`config.mk`:
```
export PLATFORM = sky130hd
export DESIGN_NAME = csr_ddr3_pulse_sync
export DESIGN_NICKNAME = d
export VERILOG_FILES = /design/src/rtl/csr_ddr3_pkg.sv /design/src/rtl/csr_ddr3_sync_bit.sv /design/src/rtl/csr_ddr3_pulse_sync.sv
export SDC_FILE = /design/constraint.sdc
export NUM_CORES = 1
export LEC_CHECK = 0
export CAP_MARGIN = 20
export CORE_AREA = 2 2 39 41
export CTS_BUF_LIST = sky130_fd_sc_hd__clkbuf_4 sky130_fd_sc_hd__clkbuf_8
export DETAILED_ROUTE_END_ITERATION = 10
export DIE_AREA = 0 0 41 43
export PLACE_DENSITY = 0.31
export SLEW_MARGIN = 40
export SYNTH_ARGS = -nofsm -noshare
export SYNTH_HDL_FRONTEND = slang
export SYNTH_SLANG_ARGS = --single-unit
export TNS_END_PERCENT = 5
```
`constraint.sdc`:
```
create_clock -name clk2 -period 1.3 [get_ports clk2]
set_input_delay 0.195 -clock clk2 [delete_from_list [all_inputs] [get_ports clk2]]
set_output_delay 0.195 -clock clk2 [all_outputs]
set_load 0.1 [all_outputs]
```
`src/rtl/csr_ddr3_pkg.sv`:
```
// Shared constants for the csr_ddr3 block: sync depth default, CSR map, MIG commands.
// CSR_DDR3_PULSE_SYNC_EXTRA_STAGE_EN adds one metastability flop to every event sync chain.
package csr_ddr3_pkg;

  localparam int unsigned SYNC_STAGES_DEFAULT = 2;

  typedef enum logic [7:0] {
    CSR_CTRL = 8'h00,
    CSR_STAT = 8'h04,
    CSR_ADDR = 8'h08,
    CSR_W0   = 8'h10,
    CSR_W1   = 8'h14,
    CSR_W2   = 8'h18,
    CSR_W3   = 8'h1C,
    CSR_W4   = 8'h20,
    CSR_W5   = 8'h24,
    CSR_W6   = 8'h28,
    CSR_W7   = 8'h2C,
    CSR_R0   = 8'h30,
    CSR_R1   = 8'h34,
    CSR_R2   = 8'h38,
    CSR_R3   = 8'h3C,
    CSR_R4   = 8'h40,
    CSR_R5   = 8'h44,
    CSR_R6   = 8'h48,
    CSR_R7   = 8'h4C,
    CSR_GWTC = 8'h50,
    CSR_GRTC = 8'h54
  } csr_offset_e;

  typedef enum logic [2:0] {
    CMD_WRITE = 3'b000,
    CMD_READ  = 3'b001
  } mig_cmd_e;

  function automatic int unsigned sync_chain_len(input int unsigned stages);
`ifdef CSR_DDR3_PULSE_SYNC_EXTRA_STAGE_EN
    return stages + 1;
`else
    return stages;
`endif
  endfunction

endpackage

```
`src/rtl/csr_ddr3_sync_bit.sv`:
```
// Single-channel toggle synchroniser: metastability chain, edge register, gated pulse.
module csr_ddr3_sync_bit
  import csr_ddr3_pkg::*;
#(
  parameter int unsigned STAGES = SYNC_STAGES_DEFAULT
) (
  input  logic clk_i,
  input  logic rst_ni,
  input  logic d_i,
  input  logic armed_i,
  output logic pulse_o
);

  (* ASYNC_REG = "TRUE" *) logic [STAGES-1:0] sync_q;
  logic [STAGES-1:0] sync_d;
  logic              edge_q;
  logic              pulse_q;
  logic              pulse_d;

  always_comb begin
    sync_d  = {sync_q[STAGES-2:0], d_i};
    // The edge register keeps tracking while disarmed so a pre-existing level never pulses.
    pulse_d = (sync_q[STAGES-1] ^ edge_q) & armed_i;
  end

  always_ff @(posedge clk_i or negedge rst_ni) begin
    if (!rst_ni) begin
      sync_q  <= '0;
      edge_q  <= 1'b0;
      pulse_q <= 1'b0;
    end else begin
      sync_q  <= sync_d;
      edge_q  <= sync_q[STAGES-1];
      pulse_q <= pulse_d;
    end
  end

  assign pulse_o = pulse_q;

endmodule

```
`src/rtl/csr_ddr3_pulse_sync.sv`:
```
// Toggle-to-pulse event synchroniser into clk2, WIDTH independent channels, shared arming counter.
// CSR_DDR3_PULSE_SYNC_EXTRA_STAGE_EN lengthens each chain by one flop and the arming count by one.
module csr_ddr3_pulse_sync
  import csr_ddr3_pkg::*;
#(
  parameter int unsigned WIDTH       = 1,
  parameter int unsigned SYNC_STAGES = SYNC_STAGES_DEFAULT
) (
  input  logic             clk2,
  input  logic             rst_n,
  input  logic [WIDTH-1:0] i,
  output logic [WIDTH-1:0] o
);

  localparam int unsigned CHAIN_LEN = sync_chain_len(SYNC_STAGES);
  localparam int unsigned ARM_COUNT = CHAIN_LEN + 1;
  localparam int unsigned CW        = $clog2(ARM_COUNT + 1);

  logic [CW-1:0] arm_cnt_q;
  logic [CW-1:0] arm_cnt_d;
  logic          armed;

  always_comb begin
    armed     = (arm_cnt_q == CW'(ARM_COUNT));
    arm_cnt_d = armed ? arm_cnt_q : arm_cnt_q + CW'(1);
  end

  always_ff @(posedge clk2 or negedge rst_n) begin
    if (!rst_n) begin
      arm_cnt_q <= '0;
    end else begin
      arm_cnt_q <= arm_cnt_d;
    end
  end

  for (genvar g = 0; g < WIDTH; g++) begin : g_chan
    csr_ddr3_sync_bit #(
      .STAGES(CHAIN_LEN)
    ) u_sync (
      .clk_i   (clk2),
      .rst_ni  (rst_n),
      .d_i     (i[g]),
      .armed_i (armed),
      .pulse_o (o[g])
    );
  end

endmodule

```
Word level (Yosys, flattened, before mapping). Cells that the tools add are included.

Word-level logic and storage cells: 8. Output and inout bits: 1. Input bits: 3. Flip-flop bits (word level): 6.

Add/sub/neg operators: 1. Eq/ne operators: 1. Bitwise gates (word level): 2.

Operator list (count): adder 2 x 1 -> 2 bit (second input constant) (1); == test 2 bit (second input constant) (1); AND 1 bit (1); bitwise XOR 1 bit (1).

Logic depth before layout (Yosys ltp).
Word-level depth: 2. Depth in mapped cells: 2. Gate-level depth less buffers: 2.

By module. From an unflattened synthesis, not the netlist that was laid out.

Cells, all modules: 12. Area total of the unflattened synthesis: 214.0 sq um.

By module, submodules not included: csr_ddr3_sync_bit (instances 1, seq. area each 100.1 sq um, area an instance 115.1 sq um, cells an instance 6); csr_ddr3_pulse_sync (instances 1, seq. area each 50.0 sq um, area an instance 98.8 sq um, cells an instance 6).

Worst setup path before layout. OpenSTA, ideal clock, no wires.

Path type: reg2out. From: register g_chan[0].u_sync.pulse_q. To: output o. Arrival: 0.883 ns. Path buffers: 0. Stages on the path, launching flop included: 1. Required time: 1.105 ns. Setup slack: 0.222 ns. Cell sequence: dfrtp_1.

RTL lines: from (decl) (line csr_ddr3_sync_bit.sv:17) `logic pulse_q;`; from (signal assigned) (line csr_ddr3_sync_bit.sv:34) `pulse_q <= pulse_d;`; to (decl) (line csr_ddr3_pulse_sync.sv:12) `output logic [WIDTH-1:0] o`.

No word-level cell between the ends.

Worst setup path in the final report.
From: register arm_cnt_q[0]. To: register arm_cnt_q[1].

Cells in the longest elaborated chain, start to end: 1. Elaborated cells on any way between the ends: 2. Those cells by class: add/sub: 1; eq/ne: 1.

Ends and longest elaborated chain: from (decl) (line csr_ddr3_pulse_sync.sv:19) `logic [CW-1:0] arm_cnt_q;`; from (signal assigned) (line csr_ddr3_pulse_sync.sv:32) `arm_cnt_q <= arm_cnt_d;`; adder 2 x 1 -> 2 bit / == test 2 bit (equally long branches) (line csr_ddr3_pulse_sync.sv:25, csr_ddr3_pulse_sync.sv:24).

Several ways; a longest one is shown, not always the timed one. A chain may end at the register's enable or synchronous reset.

==> implementation parameters <==
Parameter                              Value

Status
  Run status    completed

Logic synthesis
  Number of different library cells in the post-synthesis netlist    6
  Post-synthesis cell count    11
  Share of the synthesized area in the top cell type    74.1%
  Post-Synthesis Cell Area    203 um^2
  Warnings, synthesis    0
  Post-synth top area cell    dfrtp_1
  Cell types occupying the most area after synthesis    dfrtp_1 (74%), mux2_4 (7.4%), ha_1 (6.2%), xnor2_1 (4.3%), xor2_1 (4.3%)
  Net count after synthesis    15
  Synthesized area per cell    18.4 um^2
  Flip-flop and latch count after synthesis    6
  Share of the yosys chip area belonging to registers    74.1%

Timing
  Number of failing hold endpoints at the final stage    0
  Post-layout minimum cycle time    1060 ps
  Actual slew at the worst max-slew pin    272 ps
  Upper clock frequency limit    947 MHz
  Setup TNS after final layout    0 ps
  Period utilisation layout    81.3%
  Number of failing setup endpoints in the final timing report    0
  Relative slew margins    81.8%
  Max-slew violations    0
  Skew final    3.75 ps
  RSZ-0062 raised after global routing    no

Cells and area
  Syn-to-layout area delta    40.7%
  Antenna Diode Count    0
  Net count, final    23
  Proportion of layout cells with a drive suffix above 1    35.3%
  Final design instance area without fill    285 um^2
  Final non-filler cell total    33

Job
  MaxCap Viol Count    0

Routing
  Via count    106
  DRC viols    0
  Via density per instance    3.21
  Remaining number of nets flagged by the antenna check after routing    0
  Pre-Repair DR Iteration Count    1
  Number of DRC markers in iteration 0    0
  Routed length per instance    7.30 um
  Post-detailed-routing wire length    241 um

Clock network
  Maximum level of the CTS H-tree    1
  Clock Pin Slew Worst Setup and Hold Paths    40 ps
  Hold-fix buffers, CTS    0
  Skew-Pair Late Insertion Delay    240 ps
  Maximum root-to-sink buffer count    2
  Post-CTS repair timing setup buffer count    0
  Root buffer cell    clkbuf_4
  Resized cells post-CTS    0
  TritonCTS buffer count    3
  Clock sinks    6
  Clock tree from TritonCTS    done

Die
  Std cell rows    14
  Initial core utilization    14.6%
  Number of I/O pins    4
  Core area    1380 um^2
  Floorplan die area    1760 um^2
  Die extent in y    43 um
  Die span in x    41 um

Global route
  Maximum number of pins on one net before global-route repair    7
  Number of global-route vias before repair    111
  Grt ovf    0
  Met3 usage    4.71%
  Met1 demand-to-capacity share in global routing    3.96%
  Global routing usage on met2    4.69%
  Total Routing Usage GR    4.25%
  Peak-usage layer in the global routing report    met3
  Number of antenna violations at the first check in global routing    0
  Wire length of the first global-routing pass    414 um

Placement
  Global placer's final weighted congestion    0.594
  Detailed placer's ending HPWL    200 um
  Total placed cells including tap cells    30
  Input/output buffers    3
  Post-DP Area    263 um^2

Setup path
  Setup CP Type    flip-flop to flip-flop
  Reg2Reg Capture Point    arm_cnt_q[1]$_DFFE_PN0P_
  Length in cells of the worst reg-to-reg path    2
  Critical-path top delay cell    dfrtp_1
  CP Capture Type    flip-flop
  Maximum net fanout on the critical path    3
  Cells along the critical path    ha_1, mux2_4
  Worst setup slack for register-to-register paths    240 ps
  Worst Path Required    1420 ps
  Delay of the slowest cell on the worst path    390 ps
  Startpoint Class    flip-flop
  Arrival time at the worst endpoint    1180 ps
  R2r startpoint    arm_cnt_q[0]$_DFFE_PN0P_

Power
  IR Drop Worst-Case VDD    0.415 mV
  Total power density per cell area    1460 nW/um^2
  Leakage component of the power    0.000122 uW

Hold path
  Class of the tightest hold or removal check    input port to async pin
[worst max-delay path by stage]
stage                                       start                        to  slack, ps  cells past startpoint
6_report                 arm_cnt_q[0]$_DFFE_PN0P_  arm_cnt_q[1]$_DFFE_PN0P_        240                      2
5_1_grt                  arm_cnt_q[0]$_DFFE_PN0P_  arm_cnt_q[1]$_DFFE_PN0P_        210                      2
4_1_cts                  arm_cnt_q[0]$_DFFE_PN0P_  arm_cnt_q[1]$_DFFE_PN0P_        240                      2
3_5_place_dp             arm_cnt_q[0]$_DFFE_PN0P_  arm_cnt_q[1]$_DFFE_PN0P_        250                      2
3_3_place_gp             arm_cnt_q[0]$_DFFE_PN0P_  arm_cnt_q[1]$_DFFE_PN0P_        260                      2
2_1_floorplan  g_chan[0].u_sync.pulse_o$_DFF_PN0_                         o        220                      0
[metrics by stage]
stage | setup WS (ps) | util [%] | power [uW] | hold slack, ps
4_1_cts | 236 | 20.6 | 427 | 204
2_1_floorplan | 222 | - | 229 | -101
5_1_grt | 211 | 20.6 | 440 | 217
3_5_place_dp | 248 | 19.0 | 255 | 340
6_report | 244 | 20.6 | 415 | 195
3_3_place_gp | 257 | 19.0 | 254 | 338
[synth_stat cells (all sizes together)]
cell type,n
and2,1
dfrtp,6
ha,1
mux2,1
xnor2,1
xor2,1
[placed cells by master (no fill, tap or decap), drive strengths merged]
cell / Yosys / final
and2: 1 / 1
buf: 0 / 1
clkbuf: 0 / 3
clkdlybuf4s50: 0 / 2
dfrtp: 6 / 6
ha: 1 / 1
mux2: 1 / 1
xnor2: 1 / 1
xor2: 1 / 1
[cell families after synthesis]
logic type	Yosys count	share of synthesized area, %
flip-flops	6	74.1
multiplexers	1	7.41
AND/OR/NAND/NOR	1	3.71
adder cells (fa/ha/maj)	1	6.17
XOR/XNOR	2	8.64
[power breakdown]
part           leakage [uW]  switching [uW]  internal, uW  total (uW)
clock network     0.0000138            60.6           104         165
logic             0.0000444            29.9          20.8        50.7
registers         0.0000641            4.58           195         200
[state kept, by name, indices dropped and copies added, names as in the netlist]
register,cells
arm_cnt_q,2
g_chan.u_sync.sync_q,2
g_chan.u_sync.edge_q,1
g_chan.u_sync.pulse_o,1
[worst max-delay path: cells and delay by family, from the launching register on]
kind | cells | cell delay (ps)
flip-flops | 1 | 390
multiplexers | 1 | 300
adder cells (fa/ha/maj) | 1 | 250
[layer usage]
metal | vias up | wire [um] | part of all wire, %
met5 | - | 0 | 0
met4 | 0 | 0 | 0
met2 | 6 | 118 | 49
li1 | 47 | - | -
met1 | 53 | 84 | 35
met3 | 0 | 37 | 15
[layout make-up]
cell class	count	area [um^2]
multi-input cells	5	52.6
repair buffers	3	40.0
fillers	148	1100
flip-flops and latches	6	150
well taps	16	20.0
clock buffers	3	22.5
Note: power is estimated with default switching activity, not from simulation.
